[src/rtl/clock_enable_manager.sv]
// Multi-channel reset sequencer and clock-enable divider on a single board clock.
// Channels leave reset in index order, then each strobes clk_en once per divisor period.
module clock_enable_manager #(
   parameter int NUM_CHANNELS      = 2,
   parameter int DIV_WIDTH         = 8,
   parameter int RESET_HOLD_CYCLES = 16,
   parameter int STAGGER_CYCLES    = 4
) (
   input  logic                              clk_ext,
   input  logic                              reset,
   input  logic [NUM_CHANNELS*DIV_WIDTH-1:0] div,
   input  logic                              resync,
   output logic [NUM_CHANNELS-1:0]           clk_en,
   output logic [NUM_CHANNELS-1:0]           rstn_out,
   output logic                              ready
);

   localparam int HOLD_W = (RESET_HOLD_CYCLES > 1) ? $clog2(RESET_HOLD_CYCLES) : 1;
   localparam int STG_W  = (STAGGER_CYCLES > 1) ? $clog2(STAGGER_CYCLES) : 1;
   localparam int IDX_W  = (NUM_CHANNELS > 1) ? $clog2(NUM_CHANNELS) : 1;

   localparam logic [HOLD_W-1:0]    HOLD_LAST = HOLD_W'(RESET_HOLD_CYCLES - 1);
   localparam logic [STG_W-1:0]     STG_LAST  = STG_W'(STAGGER_CYCLES - 1);
   localparam logic [IDX_W-1:0]     LAST_IDX  = IDX_W'(NUM_CHANNELS - 1);
   localparam logic [DIV_WIDTH-1:0] DIV_ONE   = DIV_WIDTH'(1);

   typedef enum logic [1:0] {
      ST_HOLD,
      ST_STAGGER,
      ST_RUN
   } state_t;

   state_t                    state_q, state_d;
   logic [HOLD_W-1:0]         hold_cnt_q, hold_cnt_d;
   logic [STG_W-1:0]          stg_cnt_q, stg_cnt_d;
   logic [IDX_W-1:0]          idx_q, idx_d;
   logic [NUM_CHANNELS-1:0]   rstn_q, rstn_d;
   logic                      ready_q, ready_d;

   logic [DIV_WIDTH-1:0]      cnt_q   [NUM_CHANNELS];
   logic [DIV_WIDTH-1:0]      cnt_d   [NUM_CHANNELS];
   logic [DIV_WIDTH-1:0]      div_l_q [NUM_CHANNELS];
   logic [DIV_WIDTH-1:0]      div_l_d [NUM_CHANNELS];
   logic [DIV_WIDTH-1:0]      div_eff [NUM_CHANNELS];
   logic                      resync_act;

   // Release sequencer: HOLD counts out the hold window, STAGGER walks idx_q over the channels.
   always_comb begin
      // NOTE: every _d gets a default up front so no branch can infer a latch.
      state_d    = state_q;
      hold_cnt_d = hold_cnt_q;
      stg_cnt_d  = stg_cnt_q;
      idx_d      = idx_q;
      rstn_d     = rstn_q;
      ready_d    = ready_q;
      case (state_q)
         ST_HOLD: begin
            if (hold_cnt_q == HOLD_LAST) begin
               rstn_d[0] = 1'b1;
               if (NUM_CHANNELS == 1) begin
                  state_d = ST_RUN;
                  ready_d = 1'b1;
               end else begin
                  state_d   = ST_STAGGER;
                  idx_d     = IDX_W'(1);
                  stg_cnt_d = '0;
               end
            end else begin
               hold_cnt_d = hold_cnt_q + HOLD_W'(1);
            end
         end
         ST_STAGGER: begin
            if (stg_cnt_q == STG_LAST) begin
               rstn_d[idx_q] = 1'b1;
               stg_cnt_d     = '0;
               if (idx_q == LAST_IDX) begin
                  state_d = ST_RUN;
                  ready_d = 1'b1;
               end else begin
                  idx_d = idx_q + IDX_W'(1);
               end
            end else begin
               stg_cnt_d = stg_cnt_q + STG_W'(1);
            end
         end
         default: state_d = state_q;
      endcase
   end

   always_comb begin
      for (int i = 0; i < NUM_CHANNELS; i++) begin
         div_eff[i] = (div[i*DIV_WIDTH +: DIV_WIDTH] == '0) ? DIV_ONE
                                                           : div[i*DIV_WIDTH +: DIV_WIDTH];
      end
   end

   always_comb begin
      for (int i = 0; i < NUM_CHANNELS; i++) begin
         clk_en[i] = rstn_q[i] && (cnt_q[i] == div_l_q[i] - DIV_ONE);
      end
   end

   // Resync is only honoured once every channel is out of reset.
   assign resync_act = ready_q && resync;

   always_comb begin
      for (int i = 0; i < NUM_CHANNELS; i++) begin
         if (!rstn_q[i] || resync_act || clk_en[i]) begin
            cnt_d[i]   = '0;
            div_l_d[i] = div_eff[i];
         end else begin
            cnt_d[i]   = cnt_q[i] + DIV_ONE;
            div_l_d[i] = div_l_q[i];
         end
      end
   end

   // NOTE: sequential state uses non-blocking assignments only.
   always_ff @(posedge clk_ext) begin
      if (reset) begin
         state_q    <= ST_HOLD;
         hold_cnt_q <= '0;
         stg_cnt_q  <= '0;
         idx_q      <= '0;
         rstn_q     <= '0;
         ready_q    <= 1'b0;
         // NOTE: these per-channel arrays are plain flops, not RAM, so resetting them is fine.
         for (int i = 0; i < NUM_CHANNELS; i++) begin
            cnt_q[i]   <= '0;
            div_l_q[i] <= DIV_ONE;
         end
      end else begin
         state_q    <= state_d;
         hold_cnt_q <= hold_cnt_d;
         stg_cnt_q  <= stg_cnt_d;
         idx_q      <= idx_d;
         rstn_q     <= rstn_d;
         ready_q    <= ready_d;
         for (int i = 0; i < NUM_CHANNELS; i++) begin
            cnt_q[i]   <= cnt_d[i];
            div_l_q[i] <= div_l_d[i];
         end
      end
   end

   assign rstn_out = rstn_q;
   assign ready    = ready_q;

endmodule
[config.mk]
export PLATFORM = sky130hd
export DESIGN_NAME = clock_enable_manager
export DESIGN_NICKNAME = d
export VERILOG_FILES = /design/src/rtl/clock_enable_manager.sv
export SDC_FILE = /design/constraint.sdc
export NUM_CORES = 1
export LEC_CHECK = 0
export CELL_PAD_IN_SITES_DETAIL_PLACEMENT = 0
export CELL_PAD_IN_SITES_GLOBAL_PLACEMENT = 1
export CORE_MARGIN = 3
export CORE_UTILIZATION = 42
export CTS_BUF_LIST = sky130_fd_sc_hd__clkbuf_8 sky130_fd_sc_hd__clkbuf_16
export DETAILED_ROUTE_END_ITERATION = 12
export PLACE_DENSITY = 0.74
export SKIP_CTS_REPAIR_TIMING = 1
export SYNTH_ARGS = -nofsm -noshare
export SYNTH_HDL_FRONTEND = slang
export SYNTH_SLANG_ARGS = --single-unit
[constraint.sdc]
create_clock -name clk_ext -period 2.95 [get_ports clk_ext]
set_clock_uncertainty 0.2 [all_clocks]
set_input_delay 0.4425 -clock clk_ext [delete_from_list [all_inputs] [get_ports clk_ext]]
set_output_delay 0.4425 -clock clk_ext [all_outputs]
set_load 0.02 [all_outputs]
# Word-level counts from Yosys, hierarchy flattened
# Memory sizes are Yosys's and may differ from the RTL's.
# Cells that the tools add are included.
# W data, S select, Z words.
[totals]
register_bits = 12
ram_bits = 32
in_bits = 19
elab_cells = 80
mem_count = 2
[memory_table]
columns = ["memory", "words", "width", "read_ports", "rd_clocked_by_memory_dff", "wr", "line", "text"]
rows = [
  ["cnt_q", 2, 8, 2, 0, 2, "40", "logic [DIV_WIDTH-1:0] cnt_q [NUM_CHANNELS];"],
  ["div_l_q", 2, 8, 2, 0, 2, "42", "logic [DIV_WIDTH-1:0] div_l_q [NUM_CHANNELS];"],
]
[op_classes]
n_addsub = 7
order_cmp = 2
eq_ne = 8
n_mux = 28
bitwise_logic = 6
n_reduce_logical = 20
[op_table]
columns = ["op", "count"]
rows = [
  ["$mux W8", 10],
  ["$add A8 B1 Y8 const B", 2],
  ["$eq A8 B8 Y1", 2],
  ["$logic_not A8 Y1", 2],
  ["$sub A8 B1 Y8 const B", 2],
  ["$mux W2", 5],
  ["$mux W1", 8],
  ["$pmux W2 S2", 2],
  ["$ne A2 B2 Y1 const B", 3],
  ["$reduce_and A2 Y1", 3],
  ["$reduce_and A3 Y1", 2],
  ["$add A4 B1 Y4 const B", 1],
  ["$eq A4 B4 Y1 const B", 1],
  ["$logic_and A1 B1 Y1", 4],
  ["$logic_or A1 B1 Y1", 4],
  ["$or A1 B1 Y1", 4],
  ["$pmux W1 S2", 2],
  ["$reduce_and A4 Y1", 1],
  ["$add A2 B1 Y2 const B", 1],
  ["$eq A2 B1 Y1 const B", 1],
  ["$eq A2 B2 Y1 const B", 1],
  ["$logic_not A1 Y1", 2],
  ["$logic_not A2 Y1", 1],
  ["$lt A1 B2 Y1 const B", 1],
  ["other kinds (6)", 6],
]

# Depth between registers and ports, before layout
# Gate-level depths: netlist of run 1.
[logic_depth]
ltp_word = 7
mapped_depth = 10

# Worst setup path before layout of run 1
# No wires, ideal clock.
[synth_timing]
kind = "reg2reg"
startpoint = "mem div_l_q[1][0], in the netlist div_l_q[0][8]"
endpoint = "mem div_l_q[1][2], in the netlist div_l_q[0][10]"
setup_time_ns = 0.117
arrival_ns = 2.341
required_ns = 2.633
slack_ns = 0.292
path_stages_with_launch = 11
synth_period_minus_slack_ns = 2.658
cell_sequence = "dfxtp_1 -> inv_1 -> ha_1 -> buf_2 -> o21bai_1 -> a2111oi_0 -> a311oi_1 -> a2111o_1 -> and3_4 -> buf_6 -> a22o_1"
[synth_rtl]
columns = ["item", "line"]
rows = [
  ["start: declaration", "42"],
]

==> results of run 1 <==
where the power goes:
group	total (mW)	internal, mW	switching, mW
sequential	0.649	0.621	0.0277
combinational	0.184	0.0982	0.0862
clock	0.382	0.187	0.195
layout make-up:
type	count	area [µm²]
Fill cell	474	2200
Multi-Input combinational cell	193	1260
Sequential cell	44	881
Timing Repair Buffer	39	348
Tap cell	67	83.8
Clock buffer	6	82.6
Inverter	11	41.3
Clock inverter	2	11.3
final timing paths:
| path | start | end | cells after the start | slack [ns] |
|---|---|---|---|---|
| setup / recovery | div_l_q[0][8] | clk_en[1] | 8 | 0.20 |
| hold reg to reg | cnt_q[0][8] | cnt_q[0][8] | 1 | 0.28 |
| hold / removal | cnt_q[0][8] | cnt_q[0][8] | 1 | 0.28 |
| setup reg to reg | div_l_q[0][8] | div_l_q[0][11] | 9 | 0.44 |
registers in the layout, indices dropped and copies added, names as in the netlist:
| signal | count |
|---|---|
| cnt_q | 16 |
| div_l_q | 16 |
| hold_cnt_q | 4 |
| idx_q | 1 |
| ready | 1 |
| rstn_out | 2 |
| state_q | 2 |
| stg_cnt_q | 2 |
per-layer routing:
layer / vias to the layer above / track usage [%] / routed length (µm)
met5: - / 0 / 0
met4: 0 / 5.77 / 50
met3: 4 / 3.44 / 158
met2: 40 / 25.6 / 2030
met1: 828 / 21.7 / 2310
li1: 976 / - / -
cell usage in the layout (no fill, tap or decap), types with 2 or more instances in the layout:
cell type and instances:
xor2_1 17, nor4_1 5, and2_1 4, o21ai_0 11
inv_1 11, buf_4 16, clkbuf_8 6, nand4_1 3
a21o_1 2, o21bai_1 2, clkdlybuf4s50_1 21, nor2b_1 2
nor3_1 7, a22o_1 7, or2_2 2, ha_1 6
a21oi_1 17, dfxtp_1 44, nand3_1 21, xnor2_1 19
nor2_1 33, nand2_1 9, and3_1 3, nand2b_1 2
worst max-delay path: stages, from the launching register on:
cell	delay [ns]
dfxtp_1	0.33
inv_1	0.06
ha_1	0.24
o21bai_1	0.18
a2111oi_2	0.30
a311oi_1	0.08
a2111o_1	0.41
inv_1	0.07
clkbuf_2	0.16
kinds of logic after synthesis:
logic type               count (synthesis)  share of synthesized area [%]
buffers and inverters                   21                           4.01
multiplexers                             1                          0.451
AO/OA/AOI/OAI                           54                           17.0
XOR/XNOR                                36                           14.2
adder cells (fa/ha/maj)                  6                           3.39
flip-flops                              44                           39.7
AND/OR/NAND/NOR                         96                           21.2
metrics by stage:
| step | worst slack (ns) | std cells | total power [mW] | setup TNS (ns) |
|---|---|---|---|---|
| after floorplan | 0.292 | 258 | 0.771 | 0 |
| after global placement | 0.0499 | 354 | 0.843 | 0 |
| after detailed placement | -0.0184 | 354 | 0.844 | -0.0184 |
| after CTS | -0.363 | 362 | 1.23 | -0.544 |
| after global routing | 0.00509 | 362 | 1.29 | 0 |
| final | 0.200 | 362 | 1.21 | 0 |
==> impl_results.md, run 1 <==
- Core area: 0.00491 mm²
- Worst setup SP type: register
- Post-DP HPWL: 3540 µm
- Global route total overflow: 0
- Crit. End Element: primary output
- Vias in the first global route: 1733
- Number of max-cap violations: 0
- Yosys warns: 0
- Synth Instances: 258
- Post-route DRC: 0
- Diode count: 0
- Final min period: 2.75 ns
- Drt pass-1 iters: 4
- Num CTS Buffers: 5
- Cell with the most instances after synthesis: dfxtp_1
- Post-route cell area: 0.00271 mm²
- Antenna-violating nets left: 0
- RSZ-0062 raised after global routing: no
- Root Buffer: clkbuf_8
- GP Congestion: 0.861
- GR Util All Layers: 16.2%
- # setup viols final: 0
- Port-buffer cells: 23
- Pleak: 1.05 nW
- CP Data Arrival Time: 2.11 ns
- WL/cell: 12.6 µm
- Hold Crit Class: register to register
- Register area share after synthesis: 39.7%
- Latest clock arrival within the worst-skew pair: 0.29 ns
- Status: completed
- Mean Syn Cell Area: 8.59 µm²
- CTS tree: done
- Final nets: 319
- Library cells used by synthesis: 46
- Largest net degree at the start of global routing: 22
- Via count of the routed design: 1848
- Synth top cells by count: 44 x dfxtp_1, 33 x nor2_1, 21 x nand3_1, 19 x xnor2_1
- Die Y: 78.7 µm
- DR iter-0 viols: 60
- Hold Fails Final Rpt: 0
- Die ar.: 0.00619 mm²
- Mapped Area: 0.00222 mm²
- Hold_ws: 0.284 ns
- Die Wd: 78.7 µm
- Worst slew margin: 73.3%
- H-Tree Depth: 2
- Worst Path Required: 2.31 ns
- Initial core utilization: 45.1%
- Achievable frequency: 0.364 GHz
- Power density over the cells: 449 mW/mm²
- Fin. max-slew vios: 0
- Number of synthesized flops with an enable pin: 0
- Kind of critical path: register to primary output
- Syn_nets: 283
- Worst-margin pin slew: 0.399 ns
- Initial antenna violation count: 0
- Row cnt: 25
- Critical Path Fanout Max: 4
- Clk pin slew, worst setup/hold paths: 0.07 ns
- Post-Route WL: 4550 µm
- VDD IR max: 235 µV
- Layout cells sized above 1: 10.8%
- Top cells by area, synth: dfxtp_1 40%, xnor2_1 7.5%, xor2_1 6.7%, nor2_1 5.6%, nand3_1 4.7%
- Synth area leader: dfxtp_1
- First-pass GRT wire length: 7930 µm
- Final Util: 55.1%
- Num ports: 24
- Dpl cell area: 0.00260 mm²
- Flops & latches, synth: 44
- Area Growth Syn to Fin: 22.1%
- Async set-reset flop share out of synthesis: 0%
- Main flop type after synthesis: dfxtp_1
- Number of clock sinks: 44
- Clock Path Buffers: 2
- Period utilization: 93.2%
- Avg Vias per Cell: 5.10
- Share of the synthesized area in the top cell type: 39.7%
No activity file was read; power rests on OpenSTA's default activity.
==> inputs of run 2 (changes only) <==
- REMOVE_ABC_BUFFERS: unset -> 1
==> run 2 against run 1 <==
Effect of this change: sequential power about the same; global-route usage increased by 0.22 points; final cell count increased by 0.28%; worst hold slack got worse by 0.0031 ns; fmax decreased by 1.3%; core utilization about the same; non-clock buffer count increased by 1; setup slack got worse by 0.038 ns; first-iteration DRC count decreased by 25%; power decreased by 0.93%; clock-buffer cell count decreased by 1; critical endpoint unchanged.
==> impl_results.md, run 2 (same netlist as run 1, synthesis figures left out) <==
- Die Wd: 78.7 µm (unchanged)
- Num ports: 24 (unchanged)
- Root Buffer: clkbuf_8
- Diode count: 0 (unchanged)
- Avg Vias per Cell: 5.08 (-0.49%)
- Initial core utilization: 45.1% (unchanged)
- Core area: 0.00491 mm² (unchanged)
- Worst-margin pin slew: 0.464 ns (+0.0656 ns)
- Number of max-cap violations: 0 (unchanged)
- Largest net degree at the start of global routing: 22 (unchanged)
- Drt pass-1 iters: 4 (unchanged)
- Row cnt: 25 (unchanged)
- Post-DP HPWL: 3480 µm (-1.6%)
- H-Tree Depth: 2 (unchanged)
- # setup viols final: 0 (unchanged)
- Register Area: 881 µm² (unchanged)
- Die Y: 78.7 µm (unchanged)
- Critical Path Fanout Max: 4 (unchanged)
- Power density over the cells: 444 mW/mm² (-0.97%)
- Placed Cells: 355 (+0.28%)
- RSZ-0062 raised after global routing: no
- Hold Crit Class: register to register
- Port-buffer cells: 23 (unchanged)
- GP Congestion: 0.859 (-0.30%)
- Most common cell after layout, fill and taps aside: dfxtp_1
- Status: completed
- Hold Fails Final Rpt: 0 (unchanged)
- Final nets: 320 (+0.31%)
- Pleak: 1.05 nW (+0.43%)
- Clock Path Buffers: 2 (unchanged)
- Via count of the routed design: 1844 (-0.22%)
- Antenna-violating nets left: 0 (unchanged)
- Biggest registers after layout: cnt_q: 16 flops, div_l_q: 16 flops, hold_cnt_q: 4 flops
- Fin. max-slew vios: 0 (unchanged)
- Kind of critical path: register to primary output
- Number of clock sinks: 44 (unchanged)
- Layout cells sized above 1: 11.5% (+0.64 points)
- Fin cells: 363 (+0.28%)
- CTS tree: done
- Crit. End Element: primary output
- Worst setup SP type: register
- Achievable frequency: 0.359 GHz (-1.3%)
- First-pass GRT wire length: 8140 µm (+2.7%)
- Post-Route WL: 4570 µm (+0.48%)
- Vias in the first global route: 1764 (+1.8%)
- DR iter-0 viols: 45 (-25%)
- Num CTS Buffers: 5 (unchanged)
- Worst Path Required: 2.31 ns (about the same)
- Most frequent cells in the layout: 44 x dfxtp_1, 33 x nor2_1, 21 x nand3_1, 21 x clkdlybuf4s50_1, 19 x xnor2_1
- Clk pin slew, worst setup/hold paths: 0.08 ns (about the same)
- Worst slew margin: 69.0% (-4.4 points)
- Post-route DRC: 0 (unchanged)
- Global route total overflow: 0 (unchanged)
- Multi-input gate area: 0.00126 mm² (unchanged)
- Fillers: 495 (+4.4%)
- Final min period: 2.79 ns (+0.0375 ns)
- Area Growth Syn to Fin: 22.2% (about the same)
- CP Data Arrival Time: 2.15 ns (+0.04 ns)
- Hold_ws: 0.281 ns (-0.00312 ns)
- Initial antenna violation count: 0 (unchanged)
- Latest clock arrival within the worst-skew pair: 0.30 ns (about the same)
- WL/cell: 12.6 µm (+0.21%)
- Die ar.: 0.00619 mm² (unchanged)
- GR Util All Layers: 16.4% (+0.22 points)
- VDD IR max: 233 µV (-0.85%)
- Period utilization: 94.5% (+1.3 points)
run 2: cell type report:
cell class / instances / area share (%)
sequential: 44 / 32.5
tap: 67 / 3.09
clock inverter: 3 / 0.693
clock buffer: 5 / 2.54
multi-input combinational: 193 / 46.5
inverter: 11 / 1.52
timing repair buffer: 40 / 13.1
run 2: per-stage QoR:
stage          area [µm²]  setup WS (ns)  utilization (%)  total power, mW  TNS (ns)
3_5_place_dp         2610        -0.0141             53.2            0.845   -0.0141
5_1_grt              2710        0.00524             55.2             1.28         0
4_1_cts              2700         -0.339             55.0             1.22    -0.542
3_3_place_gp         2610         0.0489             53.2            0.845         0
6_report             2710          0.162             55.2             1.20         0
2_1_floorplan        2170          0.344                -            0.766         0
run 2: power by group:
group | internal (mW) | switching (mW) | leakage, nW
registers | 0.621 | 0.0264 | 0.360
logic | 0.0996 | 0.0879 | 0.647
clock network | 0.165 | 0.203 | 0.0479
total | 0.886 | 0.318 | 1.05
run 2: worst paths after layout:
kind                            cells after the start            end  slack [ns]     startpoint
worst max-delay path                                9      clk_en[1]        0.16  div_l_q[0][8]
worst min-delay path                                1    cnt_q[0][8]        0.28    cnt_q[0][8]
worst max register to register                     10  div_l_q[0][9]        0.42  div_l_q[0][8]
worst min register to register                      1    cnt_q[0][8]        0.28    cnt_q[0][8]
run 2: critical path: stages, from the launching register on:
cell,delay [ns]
dfxtp_1,0.33
inv_1,0.05
ha_1,0.23
buf_4,0.16
xnor2_1,0.11
a221oi_1,0.25
a41oi_1,0.08
a2111o_1,0.43
inv_1,0.06
clkbuf_2,0.16
run 2: routing by layer:
metal	track usage [%]	routed length [µm]
met5	0	0
met4	5.07	46
met3	5.28	126
met2	23.9	1940
met1	22.8	2460
==> inputs of run 3 (changes only) <==
- CELL_PAD_IN_SITES_DETAIL_PLACEMENT: 0 -> 1
- CELL_PAD_IN_SITES_GLOBAL_PLACEMENT: 1 -> 2
- CORE_UTILIZATION: 42 -> 34
- PLACE_DENSITY: 0.74 -> 0.75
==> run 3 against run 2 <==
Effect of this change: sequential power about the same; first-iteration DRC count up 56%; register-to-register slack improved by 0.04 ns; clock power increased by 3%; combinational power is essentially flat; fmax grew 2.1%; cell area is 0.97% higher; die area is 22% higher; final cell count increased by 2.2%; critical path type unchanged; critical endpoint unchanged; largest cell class unchanged.
==> impl_results.md, run 3 (same netlist as run 1, synthesis figures left out) <==
- Status: completed
- Most frequent cells in the layout: 44 x dfxtp_1, 33 x nor2_1, 21 x nand3_1, 21 x clkdlybuf4s50_1, 19 x xnor2_1
- Die Y: 86.8 µm (+10%)
- Initial antenna violation count: 0 (unchanged)
- Wl on met1: 2710 µm (+10%)
- WL met3: 125 µm (-0.79%)
- Fin. max-slew vios: 0 (unchanged)
- Biggest registers after layout: cnt_q: 16 flops, div_l_q: 16 flops, hold_cnt_q: 4 flops
- Dpl cell area: 0.00262 mm² (+0.38%)
- Drt pass-1 iters: 4 (unchanged)
- Met2 WL post-DR: 2290 µm (+18%)
- Final min period: 2.73 ns (-0.0574 ns)
- Layout cells sized above 1: 11.8% (+0.34 points)
- Most common cell after layout, fill and taps aside: dfxtp_1
- Clock power frac: 31.1% (+0.5 points)
- Max layer used: met4
- Area Growth Syn to Fin: 23.4%
- Comb pwr share: 15.6% (about the same)
- Achievable frequency: 0.366 GHz (+2.1%)
- Post-route DRC: 0 (unchanged)
- Clk pin slew, worst setup/hold paths: 0.08 ns (about the same)
- Diode count: 0 (unchanged)
- Net switching power: 0.314 mW (-1.3%)
- WL/cell: 14.0 µm (+11%)
- First-pass GRT wire length: 9080 µm (+12%)
- Final nets: 320 (unchanged)
- Die ar.: 0.00753 mm² (+22%)
- Clock Path Buffers: 2 (unchanged)
- Post-DP HPWL: 4010 µm (+15%)
- Num ports: 24 (unchanged)
- GR Util All Layers: 15.0% (-1.4 points)
- Worst setup SP type: register
- Hold_ws: 0.280 ns (-0.00118 ns)
- Period utilization: 92.6% (-1.9 points)
- Row cnt: 28 (+12%)
- Post-route cell area: 0.00274 mm² (+0.97%)
- Pwr Total: 1.22 mW (+1.2%)
- CP Data Arrival Time: 2.09 ns (-0.06 ns)
- Hold Crit Class: register to register
- Int Power: 0.905 mW (+2.1%)
- Setup slack after layout: 0.220 ns (+0.0574 ns)
- Post-Route WL: 5180 µm (+13%)
- Antenna-violating nets left: 0 (unchanged)
- Core area: 0.00613 mm² (+25%)
- Largest net degree at the start of global routing: 22 (unchanged)
- Port-buffer cells: 23 (unchanged)
- Sw Ratio: 25.7% (-0.65 points)
- Critical Path Fanout Max: 4 (unchanged)
- # setup viols final: 0 (unchanged)
- Worst Path Required: 2.31 ns (about the same)
- Via count of the routed design: 1878 (+1.8%)
- Hold Fails Final Rpt: 0 (unchanged)
- GP Congestion: 0.825 (-3.9%)
- Root Buffer: clkbuf_8
- RSZ-0062 raised after global routing: no
- Pleak: 1.06 nW (+0.80%)
- Global route total overflow: 0 (unchanged)
- Power density over the cells: 446 mW/mm² (+0.28%)
- Num CTS Buffers: 5 (unchanged)
- Setup TNS Final: 0 ns (unchanged)
- Kind of critical path: register to primary output
- Worst-margin pin slew: 0.407 ns (-0.0572 ns)
- Vias in the first global route: 1919 (+8.8%)
- Crit. End Element: primary output
- VDD IR max: 235 µV (+1.0%)
- Number of max-cap violations: 0 (unchanged)
- Die Wd: 86.8 µm (+10%)
- Number of clock sinks: 44 (unchanged)
- Initial core utilization: 36.2% (-9.0 points)
- H-Tree Depth: 2 (unchanged)
- Avg Vias per Cell: 5.06 (-0.35%)
- DR iter-0 viols: 70 (+56%)
- Setup WS pre-CTS: -0.0999 ns (-0.0858 ns)
- CTS tree: done
- Latest clock arrival within the worst-skew pair: 0.29 ns (about the same)
- Sequential Power Share: 53.3% (-0.5 points)
- Worst slew margin: 72.6% (+3.7 points)
run 3: cell count changes in the layout (fill, tap and decap cells not counted):
| cell | change |
|---|---|
| clkinv_2 | -2 |
| inv_1 | +2 |
| clkbuf_8 | +1 |
| clkinv_4 | -1 |
| ha_1 | -1 |
| ha_2 | +1 |
| nor3b_1 | -1 |
| nor3b_2 | +1 |
| nor4_1 | -1 |
| nor4_2 | +1 |
run 3: final timing paths:
check                start        endpoint  slack [ns]  cells after the start
max          div_l_q[0][8]       clk_en[1]        0.22                      8
min            cnt_q[0][8]     cnt_q[0][8]        0.28                      1
max reg2reg  div_l_q[0][8]  div_l_q[0][15]        0.46                      9
min reg2reg    cnt_q[0][8]     cnt_q[0][8]        0.28                      1
run 3: layer usage:
metal / track usage, % / up-vias
met2: 22.9 / 19
met4: 5.24 / 0
li1: - / 976
met1: 21.1 / 879
met5: 0 / -
met3: 2.95 / 4
run 3: worst max-delay path, stage by stage (launching register included):
cell and delay [ns]:
dfxtp_1 0.34, inv_1 0.06, ha_2 0.20, o21bai_1 0.18, a2111oi_2 0.32, a311oi_1 0.08
a2111o_1 0.40, inv_1 0.06, clkbuf_2 0.16
run 3: power by group through the flow:
stage	registers, mW	logic, mW	clock network (mW)
after global routing	0.654	0.216	0.417
final	0.649	0.190	0.379
after floorplan	0.661	0.105	0
after detailed placement	0.662	0.187	0
after global placement	0.661	0.184	0
after CTS	0.648	0.189	0.395
run 3: layout make-up:
type,instances,area (µm²)
fill,728,3400
multi-input combinational,193,1270
sequential,44,881
timing repair buffer,40,355
tap,75,93.8
clock buffer,6,82.6
inverter,11,41.3
clock inverter,2,7.51
run 3: per-stage QoR:
step / util (%) / std cells
after floorplan: - / 248
after global placement: 42.8 / 363
after detailed placement: 42.8 / 363
after CTS: 44.2 / 371
after global routing: 44.6 / 371
final: 44.6 / 371
